--- config.mk ---
export PLATFORM = sky130hd
export DESIGN_NAME = pll_reset_sequencer
export DESIGN_NICKNAME = d
export VERILOG_FILES = /design/src/rtl/paws_clk_pkg.sv /design/src/rtl/sync_2ff.sv /design/src/rtl/pll_reset_sequencer.sv
export SDC_FILE = /design/constraint.sdc
export NUM_CORES = 1
export LEC_CHECK = 0
export ABC_AREA = 0
export CORE_UTILIZATION = 61
export CTS_CLUSTER_SIZE = 16
export DETAILED_ROUTE_END_ITERATION = 10
export DONT_BUFFER_PORTS = 1
export PLACE_DENSITY = 0.77
export SLEW_MARGIN = 10
export SYNTH_ARGS = -nofsm -noshare
export SYNTH_HDL_FRONTEND = slang
export SYNTH_SLANG_ARGS = --single-unit
--- constraint.sdc ---
create_clock -name clock -period 6.6 [get_ports clock]
set_input_delay 1.32 -clock clock [delete_from_list [all_inputs] [get_ports clock]]
set_output_delay 1.32 -clock clock [all_outputs]
set_load 0.01 [all_outputs]
--- src/rtl/paws_clk_pkg.sv ---
// Shared clock/reset sequencing definitions: FSM state encodings, the order in
// which domain resets are released, and small helpers used by the sequencer.
package paws_clk_pkg;

    typedef enum logic [2:0] {
        S_PLLRST     = 3'd0,
        S_WAITLOCK   = 3'd1,
        S_REL_CACHE  = 3'd2,
        S_REL_DECODE = 3'd3,
        S_REL_GPU    = 3'd4,
        S_REL_CPU    = 3'd5,
        S_RUN        = 3'd6
    } seq_state_e;

    localparam int NUM_DOMAINS = 4;
    localparam int DOM_CACHE   = 0;
    localparam int DOM_DECODE  = 1;
    localparam int DOM_GPU     = 2;
    localparam int DOM_CPU     = 3;

    // Release order: cache first, cpu last, then the run state.
    function automatic seq_state_e next_stage(input seq_state_e s);
        case (s)
            S_REL_CACHE:  return S_REL_DECODE;
            S_REL_DECODE: return S_REL_GPU;
            S_REL_GPU:    return S_REL_CPU;
            default:      return S_RUN;
        endcase
    endfunction

    function automatic logic [NUM_DOMAINS-1:0] release_mask(input seq_state_e s);
        logic [NUM_DOMAINS-1:0] m;
        m = '0;
        case (s)
            S_REL_CACHE:  m[DOM_CACHE]  = 1'b1;
            S_REL_DECODE: m[DOM_DECODE] = 1'b1;
            S_REL_GPU:    m[DOM_GPU]    = 1'b1;
            S_REL_CPU:    m[DOM_CPU]    = 1'b1;
            default:      m = '0;
        endcase
        return m;
    endfunction

    function automatic logic [7:0] sat_inc8(input logic [7:0] v);
        return (v == 8'hFF) ? v : v + 8'd1;
    endfunction

    function automatic int max4(input int a, input int b, input int c, input int d);
        int m;
        m = a;
        if (b > m) m = b;
        if (c > m) m = c;
        if (d > m) m = d;
        return m;
    endfunction

endpackage

--- src/rtl/sync_2ff.sv ---
// Two-flop synchronizer for asynchronous status inputs, with a synchronous
// clear that flushes both stages.
module sync_2ff #(
    parameter int WIDTH = 1
) (
    input  logic             clk,
    input  logic             clr,
    input  logic [WIDTH-1:0] d,
    output logic [WIDTH-1:0] q
);

    logic [WIDTH-1:0] meta_q, meta_d;
    logic [WIDTH-1:0] sync_q, sync_d;

    always_comb begin
        meta_d = clr ? '0 : d;
        sync_d = clr ? '0 : meta_q;
    end

    always_ff @(posedge clk) begin
        meta_q <= meta_d;
        sync_q <= sync_d;
    end

    assign q = sync_q;

endmodule

--- src/rtl/pll_reset_sequencer.sv ---
// Drives PLL reset, qualifies lock, then releases domain resets in order.
// Runs from the PLL's reference clock so it keeps working while the PLL is down.
module pll_reset_sequencer
    import paws_clk_pkg::*;
#(
    parameter int PLL_RST_CYCLES     = 8,
    parameter int LOCK_STABLE_CYCLES = 1024,
    parameter int LOCK_TIMEOUT       = 65536,
    parameter int STAGE_GAP          = 16
) (
    input  logic       clock,
    input  logic       reset,
    input  logic       locked,
    output logic       pll_rst,
    output logic       rst_cache,
    output logic       rst_decode,
    output logic       rst_gpu,
    output logic       rst_cpu,
    output logic       ready,
    output logic       lock_lost,
    output logic [7:0] retries,
    output logic [2:0] state
);

    localparam int CNT_W = $clog2(max4(PLL_RST_CYCLES, LOCK_STABLE_CYCLES,
                                       LOCK_TIMEOUT, STAGE_GAP)) + 1;
    localparam logic [CNT_W-1:0] CNT_ONE      = CNT_W'(1);
    localparam logic [CNT_W-1:0] PLL_RST_LAST = CNT_W'(PLL_RST_CYCLES - 1);
    localparam logic [CNT_W-1:0] STABLE_LAST  = CNT_W'(LOCK_STABLE_CYCLES - 1);
    localparam logic [CNT_W-1:0] TIMEOUT_LAST = CNT_W'(LOCK_TIMEOUT - 1);
    localparam logic [CNT_W-1:0] GAP_LAST     = CNT_W'(STAGE_GAP - 1);

    seq_state_e             state_q, state_d, nxt_stage;
    logic [CNT_W-1:0]       cnt_q, cnt_d;
    logic [CNT_W-1:0]       stable_q, stable_d;
    logic                   pll_rst_q, pll_rst_d;
    logic [NUM_DOMAINS-1:0] dom_rst_q, dom_rst_d;
    logic                   ready_q, ready_d;
    logic                   lock_lost_q, lock_lost_d;
    logic [7:0]             retries_q, retries_d;
    logic                   locked_s;
    logic                   sync_clr;

    // Lock seen while the PLL is held in reset is stale; flushing the
    // synchronizer then makes every qualification start from a clean pipe.
    assign sync_clr = reset | pll_rst_q;

    sync_2ff #(
        .WIDTH(1)
    ) u_lock_sync (
        .clk(clock),
        .clr(sync_clr),
        .d  (locked),
        .q  (locked_s)
    );

    always_comb begin
        state_d     = state_q;
        cnt_d       = cnt_q;
        stable_d    = stable_q;
        pll_rst_d   = pll_rst_q;
        dom_rst_d   = dom_rst_q;
        ready_d     = ready_q;
        lock_lost_d = lock_lost_q;
        retries_d   = retries_q;
        nxt_stage   = next_stage(state_q);
        case (state_q)
            S_PLLRST: begin
                cnt_d = cnt_q + CNT_ONE;
                if (cnt_q == PLL_RST_LAST) begin
                    state_d   = S_WAITLOCK;
                    cnt_d     = '0;
                    pll_rst_d = 1'b0;
                end
            end
            S_WAITLOCK: begin
                cnt_d    = cnt_q + CNT_ONE;
                stable_d = locked_s ? stable_q + CNT_ONE : '0;
                if (locked_s && stable_q == STABLE_LAST) begin
                    state_d   = S_REL_CACHE;
                    cnt_d     = '0;
                    stable_d  = '0;
                    dom_rst_d = dom_rst_q & ~release_mask(S_REL_CACHE);
                end else if (cnt_q == TIMEOUT_LAST) begin
                    state_d   = S_PLLRST;
                    cnt_d     = '0;
                    stable_d  = '0;
                    pll_rst_d = 1'b1;
                    retries_d = sat_inc8(retries_q);
                end
            end
            S_REL_CACHE, S_REL_DECODE, S_REL_GPU, S_REL_CPU, S_RUN: begin
                // Lock loss outranks any pending stage advance.
                if (!locked_s) begin
                    state_d     = S_PLLRST;
                    cnt_d       = '0;
                    pll_rst_d   = 1'b1;
                    dom_rst_d   = '1;
                    ready_d     = 1'b0;
                    lock_lost_d = 1'b1;
                end else if (state_q != S_RUN) begin
                    cnt_d = cnt_q + CNT_ONE;
                    if (cnt_q == GAP_LAST) begin
                        state_d   = nxt_stage;
                        cnt_d     = '0;
                        dom_rst_d = dom_rst_q & ~release_mask(nxt_stage);
                        ready_d   = (nxt_stage == S_RUN);
                    end
                end
            end
            default: begin
                state_d   = S_PLLRST;
                cnt_d     = '0;
                stable_d  = '0;
                pll_rst_d = 1'b1;
                dom_rst_d = '1;
                ready_d   = 1'b0;
            end
        endcase
    end

    always_ff @(posedge clock) begin
        if (reset) begin
            state_q     <= S_PLLRST;
            cnt_q       <= '0;
            stable_q    <= '0;
            pll_rst_q   <= 1'b1;
            dom_rst_q   <= '1;
            ready_q     <= 1'b0;
            lock_lost_q <= 1'b0;
            retries_q   <= 8'd0;
        end else begin
            state_q     <= state_d;
            cnt_q       <= cnt_d;
            stable_q    <= stable_d;
            pll_rst_q   <= pll_rst_d;
            dom_rst_q   <= dom_rst_d;
            ready_q     <= ready_d;
            lock_lost_q <= lock_lost_d;
            retries_q   <= retries_d;
        end
    end

    assign pll_rst    = pll_rst_q;
    assign rst_cache  = dom_rst_q[DOM_CACHE];
    assign rst_decode = dom_rst_q[DOM_DECODE];
    assign rst_gpu    = dom_rst_q[DOM_GPU];
    assign rst_cpu    = dom_rst_q[DOM_CPU];
    assign ready      = ready_q;
    assign lock_lost  = lock_lost_q;
    assign retries    = retries_q;
    assign state      = state_q;

endmodule
## Word-level counts from Yosys, hierarchy flattened

Cells that the tools add are included.
W data, S select, Z words.

- Bits in registers: 54
- Bits in latches: 0
- Bits in writable memories: 0
- ROM bits: 0
- Bits of input ports: 3
- Output and inout port bits: 18
- Word-level logic and storage cells: 113
- Memories: 0

- Add/subtract/negate cells: 3
- Multipliers: 0
- Divide/modulo/power cells: 0
- $lt $le $gt $ge: 0
- Equal/unequal tests: 25
- Shifts and indexed selects: 0
- Muxes and demuxes: 53
- Bitwise logic cells: 9
- Reductions and logical operators: 12

Operator list:

| kind | number |
|---|---|
| $mux W17 | 9 |
| $pmux W17 S3 | 1 |
| $add A17 B1 Y17 const B | 2 |
| $pmux W17 S2 | 1 |
| $mux W1 | 28 |
| $reduce_and A4 Y1 | 5 |
| $eq A3 B3 Y1 const B | 6 |
| $mux W3 | 6 |
| $pmux W3 S3 | 2 |
| $eq A17 B10 Y1 const B | 1 |
| $eq A17 B16 Y1 const B | 1 |
| $eq A17 B3 Y1 const B | 1 |
| $eq A17 B4 Y1 const B | 1 |
| $eq A3 B2 Y1 const B | 4 |
| $mux W4 | 3 |
| $ne A3 B3 Y1 const B | 4 |
| $pmux W4 S3 | 1 |
| $ne A2 B2 Y1 const B | 5 |
| $add A8 B1 Y8 const B | 1 |
| $eq A8 B8 Y1 const B | 1 |
| $not A1 Y1 | 6 |
| $reduce_or A6 Y1 | 1 |
| $reduce_or A5 Y1 | 1 |
| $and A4 B4 Y4 | 1 |
| other kinds (10) | 10 |

## Depth between registers and ports, before layout

- Depth in word-level cells: 14
- Mapped depth: 12
- Gate-level depth less buffers: 10

## Cells and area by module

A second synthesis with hierarchy kept.

- Cell total of the unflattened synthesis: 352
- Area, all modules: 2924.1 µm²

By module, submodules not included:

| module | times used | cells each | area an instance (µm²) | seq. area each (µm²) |
|---|---|---|---|---|
| pll_reset_sequencer | 1 | 348 | 2871.5 | 1041.0 |
| sync_2ff | 1 | 4 | 52.6 | 40.0 |

## Worst setup path after synthesis

OpenSTA, ideal clock, no wires.

- Path kind: register -> register
- Start: register cnt_q[5]
- End: register retries_q[7] (netlist: retries[7])
- Library setup time: 0.070 ns
- Arrival time: 2.463 ns
- Data required time: 6.530 ns
- Setup slack: 4.067 ns
- Stages on the path, launching flop included: 12
- Buffers on the path: 1
- Clock period less this slack: 2.533 ns
- Path through: dfxtp_1 > and4_1 > nand4_1 > nor3_1 > nand3_1 > inv_1 > ha_1 > o21ai_0 > a211o_1 > buf_6 > or4_1 > a21oi_1

- Word-level cells in the longest chain between the ends: 2

Ends and longest elaborated chain:

| element | RTL line | RTL |
|---|---|---|
| start: declaration | pll_reset_sequencer.sv:34 | `logic [CNT_W-1:0] cnt_q, cnt_d;` |
| start signal: assignment | pll_reset_sequencer.sv:134 | `cnt_q <= cnt_d;` |
| $eq A17 B16 Y1 | pll_reset_sequencer.sv:84 | `end else if (cnt_q == TIMEOUT_LAST) begin` |
| $reduce_and A4 Y1 (no line) | - |  |
| end signal: assignment | pll_reset_sequencer.sv:140 | `retries_q <= retries_d;` |
| end: declaration | pll_reset_sequencer.sv:40 | `logic [7:0] retries_q, retries_d;` |

No other way between the ends.
A chain may end at the register's enable or synchronous reset.

## Worst setup path in the final report

- Start: register cnt_q[7]
- End: register cnt_q[12]

- Word-level cells in the longest chain between the ends: 5
- Elaborated cells between the ends (all ways): 11
- Classes of those cells: 1 x add/sub; 3 x eq/ne; 7 x mux

Ends and longest elaborated chain:

| element | RTL line | RTL |
|---|---|---|
| $add A17 B1 Y17 / $eq A17 B4 Y1 (equally long branches) | - |  |
| $mux W17 | pll_reset_sequencer.sv:103 | `if (cnt_q == GAP_LAST) begin` |
| $mux W17 | pll_reset_sequencer.sv:101 | `end else if (state_q != S_RUN) begin` |
| $mux W17 | pll_reset_sequencer.sv:94 | `if (!locked_s) begin` |
| $pmux W17 S3 * | pll_reset_sequencer.sv:67 | `case (state_q)` |

Mark *: on every way between the ends. The rest lies on a longest branch, timed or not. The select of a mux whose other input is x is not followed.

==> results.md <==
- Synthesized flop and latch total: 54
- Met1 Usage GRT: 35.0%
- Clock transition at path regs: 0.09 ns
- Lkg Pwr: 0.942 nW
- Gr usage total: 25.4%
- Final Max Slew Viols: 0
- Total internal power: 0.000405 W
- Final HPWL from detailed placement: 4160 um
- Seq/Total Area, Yosys: 37.9%
- Fmax: 338 MHz
- First-pass GRT wire length: 10300 um
- FP Rows: 24
- CP max FO: 13
- Final WS setup: 3.64 ns
- Setup TNS: 0 ns
- CP Capture Type: flop
- CP Cell Sequence: and4_1 > nand4_1 > nor3_1 > nand3_1 > inv_1 > ha_1 > nor2_1 > a21boi_1 > nor4_1 > buf_4 > nor3_1
- Crit path kind: reg -> reg
- Vias: 2424
- Routed wire length: 6030 um
- Post-CTS Hold Fix Bufs: 0
- Nets: 339
- Final Skew: 0.00570 ns
- Top Usage Layer GRT: met2
- Area of the multi-input gates: 1620 um^2
- ANT nets after route: 0
- Yosys warns: 0
- Initial DRC Count: 249
- Clk sinks: 54
- TritonCTS Buffers: 5
- Met3 Resource Use GR: 5.34%
- Port bufs: 0
- Share of total power in sequential cells: 64.3%
- Largest cells by area after synthesis: dfxtp_1 (38%), xor2_1 (4.6%), nand2_1 (4.3%)
- Die H: 70.4 um
- Post-synth EDFFs: 0
- Final Cycle Share: 44.8%
- Layout cells sized above 1: 4.83%
- Vias in the first global route: 2242
- Core area: 4410 um^2
- Final Core Density: 65.6%
- DIE AREA: 4950 um^2
- Tightest Hold Check Type: reg -> reg
- Cell mode on critical path: nor3_1
- Clk_lat worst skew: 0.30 ns
- WP data arrival: 3.17 ns
- Post-CTS setup buffers: 0
- Post-route DRC: 0
- Share of the synthesized area in the top cell type: 37.9%
- Met2 usage: 40.7%
- Status: finished clean
- CTS Root Cell: clkbuf_8
- Crit path time final: 2.96 ns
- Die W: 70.4 um
- Depth of the CTS H-tree: 2
- WL per Instance: 15.8 um
- Final setup fails: 0
- Antenna cells: 0
- Critical Path Source Type: flop
- Synth area leader: dfxtp_1
- Avg Cell Area, Syn: 8.34 um^2
- Sw Ratio: 21.0%
- Post-CTS Resized: 0
- Synth Flop Type: dfxtp_1
- Worst slew pin tran: 0.909 ns
- Cell Area, Synth: 2850 um^2
- DRT Pass-1 Iters: 4
- Placement Setup Slack: 3.71 ns
- Comb pwr share: 2.3%
- RSZ-0062 raised after global routing: no
- Initial Util: 64.6%
- Final Wtd Congestion: 0.820
- Mapped Cells: 342
- CTS max path bufs: 2
- Relative slew slack: 39.3%
- Layout area overhead: 1.49%
- Final Hold Fails: 0
- PnR Total Power: 0.000513 W
- Critical Path RT: 6.81 ns
- Power share of the clock group: 33.4%
- NetSw: 0.000108 W
- Slowest CP cell: a21boi_1
- Pin count of the biggest net entering global routing: 25
- Pwr dens: 177 nW/um^2
- Max cap viols: 0
- Routed vias/inst: 6.33
- Asr flop ratio synth: 0%
- Max VDD drop: 0.000152 V
- Initial antenna violation count: 0
- Yosys cell types: 58
- # IOs: 21
- Synth Net Count: 350
- Global route overflow: 0
- Reg area: 1080 um^2
- Max incr delay on CP: 0.77 ns
- Number of fillers in the final layout: 390
- CTS tree: done
[stage by stage]
step | instances | hold WS, ns | area, um^2
6_report | 383 | 0.476 | 2900
5_1_grt | 383 | 0.477 | 2900
4_1_cts | 383 | 0.474 | 2900
3_5_place_dp | 376 | 0.462 | 2820
3_3_place_gp | 376 | 0.448 | 2820
2_1_floorplan | 342 | 0.444 | 2850
[logic make-up after synthesis]
group	count (synthesis)	synth area share, %
simple gates	151	27.8
fa+ha+maj	6	2.54
mux	2	0.746
compound gates	73	18.1
xor+xnor	25	7.68
flops	54	37.9
buf+inv	31	5.31
[worst max-delay path: cells and delay by family, from the launching register on]
family,cells,cell delay (ns)
compound gates,1,0.77
buf+inv,2,0.27
fa+ha+maj,1,0.23
flops,1,0.34
simple gates,7,1.25
[state kept, by name (all words and copies together) (netlist names)]
register            cells
cnt_q                  17
dom_rst_q               4
lock_lost               1
pll_rst                 1
ready                   1
retries                 8
stable_q               17
state                   3
u_lock_sync.meta_q      1
u_lock_sync.q           1
[synth_stat cells, types with 5 or more instances]
cell      number
xor2_1        15
clkbuf_1       7
nand3_1       13
a31oi_1        5
inv_1         12
buf_2          5
or3_1          8
nand4_1       14
dfxtp_1       54
a21oi_1       12
xnor2_1       10
nor3_1        20
ha_1           5
o31ai_1        8
and3_1         6
nor4_1         7
nand2_1       33
o21ai_0       12
nor2_1        27
[worst paths after layout]
check                                     start                  endpoint  slack [ns]  cells past startpoint
hold / removal    u_lock_sync.meta_q$_SDFF_PP0_  u_lock_sync.q$_SDFF_PP0_        0.48                      1
setup reg to reg          cnt_q[7]$_SDFFE_PP0P_    cnt_q[12]$_SDFFE_PP0P_        3.64                     11
hold reg to reg   u_lock_sync.meta_q$_SDFF_PP0_  u_lock_sync.q$_SDFF_PP0_        0.48                      1
setup / recovery          cnt_q[7]$_SDFFE_PP0P_    cnt_q[12]$_SDFFE_PP0P_        3.64                     11
[power groups by stage]
stage	Clock (W)	Sequential, W	Combinational [W]
2_1_floorplan	0	0.000337	0.0000120
3_3_place_gp	0	0.000337	0.0000115
3_5_place_dp	0	0.000337	0.0000119
4_1_cts	0.000175	0.000330	0.0000119
5_1_grt	0.000185	0.000330	0.0000138
6_report	0.000171	0.000330	0.0000119
[cells in the final DEF (no fill, tap or decap), types with 3 or more instances in the layout]
| cell type | n |
|---|---|
| nand2_1 | 33 |
| o311ai_0 | 3 |
| o21ai_0 | 12 |
| clkbuf_8 | 5 |
| o31a_1 | 3 |
| xnor2_1 | 10 |
| nand3_1 | 13 |
| and2_1 | 3 |
| ha_1 | 5 |
| xor2_1 | 15 |
| o31ai_1 | 8 |
| inv_1 | 12 |
| nand4_1 | 14 |
| and3_1 | 6 |
| a31oi_1 | 5 |
| or4_1 | 4 |
| o211ai_1 | 3 |
| a221oi_1 | 3 |
| dfxtp_1 | 54 |
| or3_1 | 8 |
| nor4_1 | 7 |
| nor2_1 | 27 |
| a21oi_1 | 12 |
| o32ai_1 | 3 |
| nor3_1 | 20 |
| a21o_1 | 4 |
[layout make-up]
type / instances / share of cell area [%]
multi-input cells: 257 / 56.0
clock buffers: 7 / 2.64
flip-flops and latches: 54 / 37.3
repair buffers: 1 / 0.259
well taps: 52 / 2.25
inverters: 12 / 1.56
[per-layer routing]
layer | routed length, um | up-vias
li1 | - | 1236
met1 | 2890 | 1125
met2 | 2740 | 59
met3 | 365 | 4
met4 | 36 | 0
met5 | 0 | -
No activity file was read; power rests on OpenSTA's default activity.
